--- src/rtl/tile_rom_pkg.sv ---
// Shared tile ROM definitions used by the arbiter and the platform renderer.
package tile_rom_pkg;

    localparam int unsigned ADDR_W = 11;   // {row[6:0], col[3:0]}
    localparam int unsigned DATA_W = 12;   // 4:4:4 RGB
    localparam int unsigned CNT_W  = 8;    // port-1 wait counter width

    localparam logic [DATA_W-1:0] TRANSPARENT_COLOR = 12'h6DE;

    typedef enum logic [1:0] {
        NONE = 2'd0,
        P0   = 2'd1,
        P1   = 2'd2
    } owner_t;

    // A tile word is solid unless it is the sprite background colour.
    function automatic logic is_solid(input logic [DATA_W-1:0] word);
        return word != TRANSPARENT_COLOR;
    endfunction

endpackage

--- src/rtl/tile_rom_starve_cnt.sv ---
// Saturating wait counter with a registered at-limit flag.
module tile_rom_starve_cnt #(
    parameter int unsigned LIMIT = 64,
    parameter int unsigned CNT_W = 8
) (
    input  logic clk,
    input  logic reset_n,
    input  logic inc,
    input  logic clr,
    output logic at_limit
);

    localparam logic [CNT_W-1:0] LIMIT_V = CNT_W'(LIMIT);

    logic [CNT_W-1:0] cnt_q;
    logic [CNT_W-1:0] cnt_d;

    // Next count: clear wins, otherwise increment until the limit is reached.
    always_comb begin
        cnt_d = cnt_q;
        if (clr) begin
            cnt_d = '0;
        end else if (inc && (cnt_q != LIMIT_V)) begin
            cnt_d = cnt_q + CNT_W'(1);
        end
    end

    // Count register; the flag tracks the value being loaded so it matches the count.
    always_ff @(posedge clk or negedge reset_n) begin
        if (!reset_n) begin
            cnt_q    <= '0;
            at_limit <= 1'b0;
        end else begin
            cnt_q    <= cnt_d;
            at_limit <= (cnt_d == LIMIT_V);
        end
    end

endmodule

--- src/rtl/tile_rom_arbiter.sv ---
// Shares the single-port tile ROM between the renderer (port 0, never stalled)
// and the collision probe (port 1, served only in port-0 idle cycles).
module tile_rom_arbiter
    import tile_rom_pkg::*;
#(
    parameter int unsigned STARVE_LIMIT = 64
) (
    input  logic              clk,
    input  logic              reset_n,
    input  logic              p0_req,
    input  logic [ADDR_W-1:0] p0_addr,
    output logic              p0_valid,
    output logic [DATA_W-1:0] p0_data,
    input  logic              p1_req,
    input  logic [ADDR_W-1:0] p1_addr,
    output logic              p1_gnt,
    output logic              p1_valid,
    output logic [DATA_W-1:0] p1_data,
    output logic              p1_solid,
    output logic              p1_starved,
    output logic [ADDR_W-1:0] rom_addr,
    input  logic [DATA_W-1:0] rom_q
);

    owner_t            owner_q;
    logic [ADDR_W-1:0] addr_q;

    assign p1_gnt = p1_req & ~p0_req;

    // Address mux; idle cycles replay the last driven address so the ROM bus stays quiet.
    always_comb begin
        rom_addr = addr_q;
        if (p0_req) begin
            rom_addr = p0_addr;
        end else if (p1_req) begin
            rom_addr = p1_addr;
        end
    end

    // Remember the last address actually presented to the ROM.
    always_ff @(posedge clk or negedge reset_n) begin
        if (!reset_n) begin
            addr_q <= '0;
        end else if (p0_req || p1_req) begin
            addr_q <= rom_addr;
        end
    end

    // Track which port the word arriving next cycle belongs to.
    always_ff @(posedge clk or negedge reset_n) begin
        if (!reset_n) begin
            owner_q <= NONE;
        end else if (p0_req) begin
            owner_q <= P0;
        end else if (p1_gnt) begin
            owner_q <= P1;
        end else begin
            owner_q <= NONE;
        end
    end

    // Route the ROM word to its owner; the other port sees zero.
    always_comb begin
        p0_valid = (owner_q == P0);
        p1_valid = (owner_q == P1);
        p0_data  = p0_valid ? rom_q : '0;
        p1_data  = p1_valid ? rom_q : '0;
        p1_solid = p1_valid && is_solid(rom_q);
    end

    // Port-1 starvation watchdog: counts consecutive denied cycles.
    tile_rom_starve_cnt #(
        .LIMIT (STARVE_LIMIT),
        .CNT_W (CNT_W)
    ) u_starve_cnt (
        .clk      (clk),
        .reset_n  (reset_n),
        .inc      (p1_req & ~p1_gnt),
        .clr      (p1_gnt | ~p1_req),
        .at_limit (p1_starved)
    );

endmodule

--- config.mk ---
export PLATFORM = sky130hd
export DESIGN_NAME = tile_rom_arbiter
export DESIGN_NICKNAME = d
export VERILOG_FILES = /design/src/rtl/tile_rom_pkg.sv /design/src/rtl/tile_rom_starve_cnt.sv /design/src/rtl/tile_rom_arbiter.sv
export SDC_FILE = /design/constraint.sdc
export NUM_CORES = 1
export LEC_CHECK = 0
export CORE_ASPECT_RATIO = 2
export CORE_MARGIN = 8
export CORE_UTILIZATION = 41
export DETAILED_ROUTE_END_ITERATION = 16
export PLACE_DENSITY_LB_ADDON = 0.3
export SYNTH_ARGS = -nofsm -noshare
export SYNTH_HDL_FRONTEND = slang
export SYNTH_SLANG_ARGS = --single-unit
--- constraint.sdc ---
create_clock -name clk -period 4.4 [get_ports clk]
set_input_delay 0.88 -clock clk [delete_from_list [all_inputs] [get_ports clk]]
set_output_delay 0.88 -clock clk [all_outputs]
set_load 0.03 [all_outputs]
==> results.md, run 1 <==
* Status: complete, no violations
* Setup_tns at 0 ns
* Worst path max stage delay at 0.96 ns
* Initial antenna violation count at 0
* Final Skew at around 0.0017 ns
* CTS Buf Count at 3
* Grt ovf at 0
* Warnings from Yosys at 0
* DRC Markers at 0
* Worst path slowest cell: clkdlybuf4s50_1
* Worst-Margin Slew at 0.928 ns
* Top-area cell type share of the netlist area at roughly 40%
* Final #Nets at between 200 and 300
* Post-DP Area at approximately 2200 µm²
* Largest net degree at the start of global routing at 37
* Data required time at the worst endpoint at ~3.5 ns
* CP Class: in2out
* Die area at ~5600 µm²
* Non-Filler Instances at 260
* Post-DR vias/cell at ~5.2
* Asr flop ratio synth at 100%
* H-tree depth at 1
* Final hold vios at 0
* Startpoint Class: primary input
* Seq/Total Area, Yosys at 39.9%
* Final wirelength at between 4 and 5 mm
* I/O Buffers at 77
* Synth area leader: dfrtp_1
* Count of different cell masters after synthesis at 31
* Crit path top cell by count: clkdlybuf4s50_1
* Core area at 3300 µm²
* Synth-to-layout area growth at 60.7%
* Hold Crit Class: reg2reg
* Largest cells by area after synthesis: dfrtp_1, and2_1, mux2i_1, o21ai_0, nand2_1
* Crit-path cells: clkdlybuf4s50_1 -> mux2i_1 -> o21ai_0 -> clkdlybuf4s50_1
* Worst skew pair latency at about 0.26 ns
* DP Cell Count at 256
* Number of flops mapped to enable cells by yosys at 0
* # hold bufs at CTS at 0
* Count leader, synth: and2_1
* Iteration-0 DRC Markers at 13
* N_diodes at 0
* CTS tree: done
* Vias in the first global route at 1334
* Starting Density at between 40% and 50%
* Max FO, Critical Path at 13
* Max Cap Viol at 0
* RSZ-0062 raised after global routing: false
* Die span in y at 98.1 µm
* Commonest cells post-synth: and2_1, o21ai_0, dfrtp_1
* Final instance area at 2220 µm²
* Post-Syn Area at 1380 µm²
* Vias at ~1400
* Clock period minus worst slack at around 3.9 ns
* CTS sink count at 22
* Clock buffer depth at 2
* GPL Wtd Cong at roughly 0.8
* DR pass1 iterations at 4
* GR Util All Layers at about 14%
* Row Count at 30
* Slew HR at 37.9%
* Clock-pin slew on the worst setup and hold paths at 0.07 ns
* Leak at 0.000926 µW
* IO Pins at 78
* Fin Hold WS at 0.557 ns
* Tcrit/Tclk final at between 80% and 90%
* Syn Inst Count at approximately 150
* Antenna viol nets, final at 0
* Die Wd at between 50 and 60 µm
* Avg Cell Area, Syn at about 9.0 µm²
* Number of setup buffers added after CTS at 0
* Post_cts resized at 0
* First-pass GRT wire length at 6.76 mm
* Fmax at approximately 260 MHz
* Max IR drop VDD at between 0.2 and 0.25 mV
* Layout cells sized above 1 at 4.82%
* Final Setup Violations at 0
* Slew Viols, Final at 0
* Clk root buf: clkbuf_8
* Synth Register Bits at 22
* Most used DFF post-synth: dfrtp_1
* HPWL after DPL at roughly 3.3 mm
* Pwr dens at roughly 240 nW/µm²
* Endpoint arrival time on the critical path at just under 3 ns
* Net count after synthesis at 194
* Critical Path Sink Type: primary output
* Mean routed wirelength per cell at about 16 µm
==> where the power goes <==
group	switching (µW)	total, µW	internal, µW
sequential	4.94	218	213
combinational	86.3	167	80.9
clock	62.4	142	79.7
==> through the flow <==
| stage | total power [µW] | setup WS (ns) | util (%) |
|---|---|---|---|
| after detailed placement | 390 | 0.582 | 65.5 |
| after CTS | 532 | 0.543 | 67.2 |
| final | 527 | 0.542 | 67.2 |
| after global routing | 552 | 0.431 | 67.2 |
| after floorplan | 303 | 1.37 | - |
| after global placement | 388 | 0.645 | 65.5 |
==> critical path, delay by kind of cell <==
kind | cells | cell delay [ns]
compound gates | 1 | 0.21
buf+inv | 2 | 1.67
mux | 1 | 0.21
==> final cells by class <==
| cell class | instances | area (µm²) |
|---|---|---|
| clock buffer | 4 | 55.1 |
| fill | 296 | 1080 |
| inverter | 3 | 11.3 |
| multi-input combinational | 120 | 776 |
| sequential | 22 | 551 |
| tap | 32 | 40.0 |
| timing repair buffer | 79 | 786 |
==> metal layers <==
metal  routed length [µm]  vias up  part of all wire [%]  GRT usage [%]
li1                     -      671                     -              -
met1                 1700      634                    41           17.6
met2                 2090       46                    51           23.8
met3                  243        7                   5.9           3.90
met4                   66        0                   1.6           4.00
met5                    0        -                     0              0
==> final timing paths <==
| path | start | endpoint | slack [ns] | cells past startpoint |
|---|---|---|---|---|
| setup / recovery | p1_req | rom_addr[0] | 0.54 | 4 |
| hold reg to reg | addr_q[4] | addr_q[4] | 0.56 | 2 |
| setup reg to reg | u_starve_cnt.cnt_q[0] | u_starve_cnt.at_limit | 2.82 | 5 |
| hold / removal | addr_q[4] | addr_q[4] | 0.56 | 2 |
| min in group asynchronous | reset_n | u_starve_cnt.cnt_q[6] | 1.14 | 1 |
| max in group asynchronous | reset_n | addr_q[5] | 2.70 | 1 |
==> cell families (layout without fill, tap and decap cells) <==
family                   Yosys count  count (layout)  synth area share [%]
multiplexers                      12              12                  8.70
AO/OA/AOI/OAI                     31              31                  13.1
flip-flops                        22              22                  39.9
XOR/XNOR                           6               6                  3.81
buffers and inverters             12              86                  3.90
adder cells (fa/ha/maj)            2               2                  1.81
AND/OR/NAND/NOR                   69              69                  28.7
==> flip-flops by register name (all words and copies together) (netlist names) <==
name / flops
u_starve_cnt.at_limit: 1
addr_q: 11
owner_q: 2
u_starve_cnt.cnt_q: 8
==> cells in the final DEF, fill, tap and decap left out <==
cell | synthesis | layout
clkdlybuf4s50_1 | 0 | 77
and2_1 | 24 | 24
o21ai_0 | 23 | 23
dfrtp_1 | 22 | 22
nand2_1 | 14 | 14
mux2i_1 | 12 | 12
nor2_1 | 10 | 10
nor2b_1 | 5 | 5
nand3_1 | 4 | 4
xor2_1 | 4 | 4
clkbuf_8 | 0 | 4
inv_1 | 3 | 3
nor3_1 | 3 | 3
and3_1 | 2 | 2
xnor2_1 | 2 | 2
nand4b_1 | 2 | 2
ha_1 | 2 | 2
buf_4 | 0 | 2
nand2_2 | 1 | 1
nand4_1 | 1 | 1
or2_1 | 1 | 1
nor4b_4 | 1 | 1
nand3_4 | 1 | 1
a21oi_1 | 1 | 1
o21a_2 | 1 | 1
o21ba_2 | 1 | 1
o31a_1 | 1 | 1
a21boi_0 | 1 | 1
o32ai_1 | 1 | 1
o22ai_1 | 1 | 1
o2111a_1 | 1 | 1
Note: power is estimated with default switching activity, not from simulation.
==> run 2: changes to the inputs <==
--- a/config.mk
+++ b/config.mk
@@ -9,7 +9,7 @@
 export CORE_MARGIN = 8
 export CORE_UTILIZATION = 41
 export DETAILED_ROUTE_END_ITERATION = 16
-export PLACE_DENSITY_LB_ADDON = 0.3
+export PLACE_DENSITY = 0.85
 export SYNTH_ARGS = -nofsm -noshare
 export SYNTH_HDL_FRONTEND = slang
 export SYNTH_SLANG_ARGS = --single-unit
==> run 2 against run 1 <==
  * Sequential power about the same
  * Via count down 1.8%
  * Hold slack better by 0.011 ns
  * Critical path type unchanged
  * Highest routed layer unchanged
  * Largest cell class unchanged
  * Sequential cell count is the same
==> results.md, run 2 (synthesized netlist as in run 1, its figures left out) <==
* Status: complete, no violations
* Leading cell type in the layout, fill and taps excluded: clkdlybuf4s50_1
* Slew Viols, Final at 0 (unchanged)
* Pwr dens at 240 nW/µm² (+0.81%)
* Filler cells at 261 (-12%)
* Antenna viol nets, final at 0 (unchanged)
* Mean routed wirelength per cell at 15.4 µm (-2.7%)
* Largest regs: addr_q (11), u_starve_cnt.cnt_q (8), owner_q (2)
* Worst-Margin Slew at 0.966 ns (+0.0380 ns)
* Grt ovf at 0 (unchanged)
* Clk root buf: clkbuf_8
* DRC Markers at 0 (unchanged)
* Slew HR at 35.4% (-2.5 points)
* H-tree depth at 1 (unchanged)
* Max IR drop VDD at 0.200 mV (-2.4%)
* Crit-path cells: clkdlybuf4s50_1 -> buf_4 -> nand2_1 -> o21ai_0 -> clkdlybuf4s50_1
* CTS sink count at 22 (unchanged)
* R2r startpoint: u_starve_cnt.cnt_q[0]
* Worst setup startpoint: p0_req
* Hold Crit Class: reg2reg
* GR Util All Layers at 14.1% (-0.35 points)
* Die area at 5590 µm² (unchanged)
* Max FO, Critical Path at 25 (+12)
* RSZ-0062 raised after global routing: false
* I/O Buffers at 77 (unchanged)
* Biggest register: addr_q
* Leak at 0.000926 µW (unchanged)
* HP Start: addr_q[2]
* DR pass1 iterations at 4 (unchanged)
* CTS Buf Count at 3 (unchanged)
* Critical Path Sink Type: primary output
* Endpoint arrival time on the critical path at 2.76 ns (-0.22 ns)
* Max FFs per register at 11 (unchanged)
* Clock-pin slew on the worst setup and hold paths at 0.08 ns (about the same)
* HPWL after DPL at 3.16 mm (-4.3%)
* Data required time at the worst endpoint at 3.52 ns (about the same)
* First-pass GRT wire length at 6.76 mm (+0.10%)
* Synth-to-layout area growth at 60.7% (unchanged)
* Final #Nets at 269 (unchanged)
* Iteration-0 DRC Markers at 16 (+3)
* Final wirelength at 3.99 mm (-2.7%)
* Commonest non-fill, non-tap cells in the layout: clkdlybuf4s50_1, and2_1, o21ai_0
* Setup_tns at 0 ns (unchanged)
* Clock period minus worst slack at 3.64 ns (-0.215 ns)
* Final hold vios at 0 (unchanged)
* Max Cap Viol at 0 (unchanged)
* Vias in the first global route at 1410 (+5.7%)
* N_diodes at 0 (unchanged)
* GPL Wtd Cong at 0.800 (-2.2%)
* CP Buf/Inv Count at 3 (+1)
* IO Pins at 78 (unchanged)
* Post-DR vias/cell at 5.13 (-1.8%)
* Worst path slowest cell: clkdlybuf4s50_1
* Final Skew at 0.000548 ns (-0.00113 ns)
* Number of setup buffers added after CTS at 0 (unchanged)
* Row Count at 30 (unchanged)
* Tcrit/Tclk final at 82.8% (-4.9 points)
* Largest net degree at the start of global routing at 26 (-30%)
* FF/Latch Area at 551 µm² (unchanged)
* # hold bufs at CTS at 0 (unchanged)
* Crit path top cell by count: clkdlybuf4s50_1
* Die Wd at 57.0 µm (unchanged)
* Core area at 3300 µm² (unchanged)
* CP Class: in2out
* Post_cts resized at 0 (unchanged)
* Starting Density at 41.8% (unchanged)
* Fmax at 274 MHz (+5.9%)
* Top delay family on crit path: buffers and inverters
* Startpoint Class: primary input
* Final Setup Violations at 0 (unchanged)
* Vias at 1334 (-1.8%)
* CTS tree: done
* Die span in y at 98.1 µm (unchanged)
* Worst skew pair latency at 0.26 ns (about the same)
* Multi-input combinational cell area at 776 µm² (unchanged)
* Worst path max stage delay at 0.71 ns (-0.25 ns)
* Design Power at 532 µW (+0.81%)
* Layout cells sized above 1 at 4.82% (unchanged)
* Clock buffer depth at 2 (unchanged)
* Initial antenna violation count at 0 (unchanged)
[run 2: cell counts in the layout (fill, tap and decap cells not counted)]
No cell type changed its count.
[run 2: routing by layer]
metal | track usage (%) | share of wire, % | vias up
met2 | 20.9 | 45 | 67
met4 | 2.73 | 0.20 | 0
met1 | 17.7 | 43 | 590
met5 | 0 | 0 | -
met3 | 7.27 | 13 | 2
li1 | - | - | 675
[run 2: power by group]
part	internal, µW	switching, µW
clock network	79.7	65.4
logic	80.8	87.5
registers	213	5.18
[run 2: path summary, 6_finish.rpt]
kind / cells after the start / slack, ns / to
max in group asynchronous: 1 / 2.66 / addr_q[4]
worst min-delay path: 2 / 0.57 / addr_q[2]
worst min register to register: 2 / 0.57 / addr_q[2]
worst max-delay path: 5 / 0.76 / rom_addr[8]
min in group asynchronous: 1 / 1.15 / u_starve_cnt.cnt_q[6]
worst max register to register: 5 / 2.84 / u_starve_cnt.at_limit
[run 2: final cells by class]
class | instances | share of cell area (%)
flip-flops and latches | 22 | 24.8
well taps | 32 | 1.80
multi-input cells | 120 | 35.0
repair buffers | 79 | 35.4
clock buffers | 4 | 2.48
inverters | 3 | 0.508
[run 2: metrics by stage]
stage / hold WS [ns] / instances / worst slack [ns] / instance area, µm² / util (%)
after global routing: 0.633 / 260 / 0.618 / 2220 / 67.2
final: 0.567 / 260 / 0.757 / 2220 / 67.2
after global placement: 0.534 / 256 / 0.812 / 2160 / 65.5
after detailed placement: 0.559 / 256 / 0.772 / 2160 / 65.5
after CTS: 0.574 / 260 / 0.754 / 2220 / 67.2
after floorplan: 0.518 / 154 / 1.37 / 1380 / -
[run 2: worst min-delay path, cell delays in order (launching register included)]
cell and delay, ns:
dfrtp_1 0.33, mux2i_1 0.07, o21ai_0 0.13
==> run 3: changes to the inputs <==
--- a/config.mk
+++ b/config.mk
@@ -7,9 +7,9 @@
 export LEC_CHECK = 0
 export CORE_ASPECT_RATIO = 2
 export CORE_MARGIN = 8
-export CORE_UTILIZATION = 41
+export CORE_UTILIZATION = 34
 export DETAILED_ROUTE_END_ITERATION = 16
-export PLACE_DENSITY = 0.85
+export PLACE_DENSITY = 0.75
 export SYNTH_ARGS = -nofsm -noshare
 export SYNTH_HDL_FRONTEND = slang
 export SYNTH_SLANG_ARGS = --single-unit
==> constraint.sdc (replaced) <==
create_clock -name clk -period 3.35 [get_ports clk]
set_input_delay 0.67 -clock clk [delete_from_list [all_inputs] [get_ports clk]]
set_output_delay 0.67 -clock clk [all_outputs]
set_load 0.03 [all_outputs]
==> run 3 against run 2 <==
  * Sequential cell count did not move
  * Hold slack got worse by 0.0036 ns
  * Design area rose by 1.0%
  * Register-to-register slack got worse by 1.0 ns
  * Combinational power rose by 31%
  * Clock power rose by 31%
  * Via count rose by 1.6%
  * Critical path type unchanged
  * Largest cell class unchanged
  * Largest power group unchanged
==> results.md, run 3 (synthesized netlist as in run 1, its figures left out) <==
* Clk root buf: clkbuf_8
* Row Count at 33 (+10%)
* Starting Density at 34.5% (-7.3 points)
* GPL Wtd Cong at 0.867 (+8.4%)
* Startpoint Class: primary input
* Worst skew pair latency at 0.26 ns (about the same)
* Die area at 6480 µm² (+16%)
* Endpoint arrival time on the critical path at 2.19 ns (-0.57 ns)
* Max FO, Critical Path at 3 (-88%)
* Final Setup Violations at 0 (unchanged)
* Leak at 0.000947 µW (+2.2%)
* Reg2Reg Capture Point: u_starve_cnt.at_limit
* Hold Crit Class: reg2reg
* GR Util All Layers at 11.8% (-2.3 points)
* CTS Buf Count at 3 (unchanged)
* Slew Viols, Final at 0 (unchanged)
* Final #Nets at 269 (unchanged)
* Vias in the first global route at 1312 (-7.0%)
* Min-Delay Endpoint: addr_q[3]
* Worst setup startpoint: rom_q[5]
* Fmax at 349 MHz
* Slew HR at 33.9% (-1.5 points)
* Final hold vios at 0 (unchanged)
* Final instance area at 2240 µm² (+1.0%)
* Clock period minus worst slack at 2.86 ns
* CTS tree: done
* Tcrit/Tclk final at about 85%
* Critical Path Sink Type: primary output
* N_diodes at 0 (unchanged)
* Number of setup buffers added after CTS at 0 (unchanged)
* Layout cells sized above 1 at 9.65% (+4.8 points)
* Worst Hold Path Cells at 2 (unchanged)
* Largest regs: addr_q (11), u_starve_cnt.cnt_q (8), owner_q (2)
* Status: complete, no violations
* Data required time at the worst endpoint at 2.68 ns (-0.84 ns)
* Die Wd at 61.1 µm (+7.1%)
* Largest net degree at the start of global routing at 36 (+38%)
* Setup_tns at 0 ns (unchanged)
* # hold bufs at CTS at 0 (unchanged)
* Initial antenna violation count at 0 (unchanged)
* Antenna viol nets, final at 0 (unchanged)
* Post-DP Area at 2190 µm² (+1.0%)
* Mean routed wirelength per cell at 13.8 µm (-10%)
* Pwr dens at 311 nW/µm² (+30%)
* HP Start: addr_q[3]
* Leading cell type in the layout, fill and taps excluded: clkdlybuf4s50_1
* Final Skew at 0.000570 ns (+0.0000222 ns)
* HPWL after DPL at 3.24 mm (+2.7%)
* Die span in y at 106 µm (+8.2%)
* Max IR drop VDD at 0.276 mV (+38%)
* Final wirelength at 3.87 mm (-3.2%)
* R2r startpoint: u_starve_cnt.cnt_q[0]
* CTS sink count at 22 (unchanged)
* Grt ovf at 0 (unchanged)
* Clock-pin slew on the worst setup and hold paths at 0.07 ns (about the same)
* Synth-to-layout area growth at 62.4%
* Max FFs per register at 11 (unchanged)
* Biggest register: addr_q
* H-tree depth at 1 (unchanged)
* R2r setup slk at 1.80 ns (-1.04 ns)
* Worst-Margin Slew at 0.989 ns (+0.0228 ns)
* RSZ-0062 raised after global routing: false
* Worst reg-to-reg path cell count at 5 (unchanged)
* Vias at 1355 (+1.6%)
* DR pass1 iterations at 4 (unchanged)
* I/O Buffers at 77 (unchanged)
* DRC Markers at 0 (unchanged)
* First-pass GRT wire length at 6.18 mm (-8.7%)
* IO Pins at 78 (unchanged)
* Max Cap Viol at 0 (unchanged)
* Post_cts resized at 0 (unchanged)
* Commonest non-fill, non-tap cells in the layout: clkdlybuf4s50_1, and2_1, o21ai_0
* Iteration-0 DRC Markers at 26 (+10)
* Post-DR vias/cell at 4.84 (-5.7%)
* Clock buffer depth at 2 (unchanged)
* CP Class: in2out
* Core area at 4010 µm² (+21%)
[run 3: layer usage]
metal	share of wire, %	up-vias	track usage [%]
met4	1.2	0	3.03
met2	43	69	18.1
li1	-	673	-
met3	13	7	5.08
met1	43	606	14.3
met5	0	-	0
[run 3: worst max-delay path by stage]
stage / to / cells past startpoint
after floorplan: rom_addr[1] / 4
after global placement: p1_solid / 5
after detailed placement: p1_solid / 5
after CTS: p1_solid / 5
final: p1_solid / 5
after global routing: p1_solid / 5
[run 3: final cells by class]
class | instances | area, µm²
clock buffer | 4 | 55.1
fill | 392 | 1760
inverter | 3 | 11.3
multi-input combinational | 120 | 776
sequential | 22 | 551
tap | 52 | 65.1
timing repair buffer | 79 | 783
[run 3: metrics by stage]
step                      hold slack [ns]  total power, µW  utilization, %  setup WS, ns  cells
after floorplan                     0.374              398               -         0.744    154
after global placement              0.538              511            54.6         0.483    276
after detailed placement            0.548              515            54.6         0.482    276
after CTS                           0.569              705            56.0         0.487    280
after global routing                0.591              728            56.0         0.417    280
final                               0.564              696            56.0         0.489    280
[run 3: worst max-delay path, stage by stage]
cell and delay (ns):
clkdlybuf4s50_1 0.43, nor2_1 0.11, nand3_1 0.09, o31a_1 0.29, clkdlybuf4s50_1 0.60
[run 3: where the power goes]
group | switching (µW) | internal (µW) | leakage, µW
clock | 85.2 | 105 | 0.0000288
sequential | 6.39 | 280 | 0.000282
combinational | 113 | 107 | 0.000636
total | 205 | 491 | 0.000947
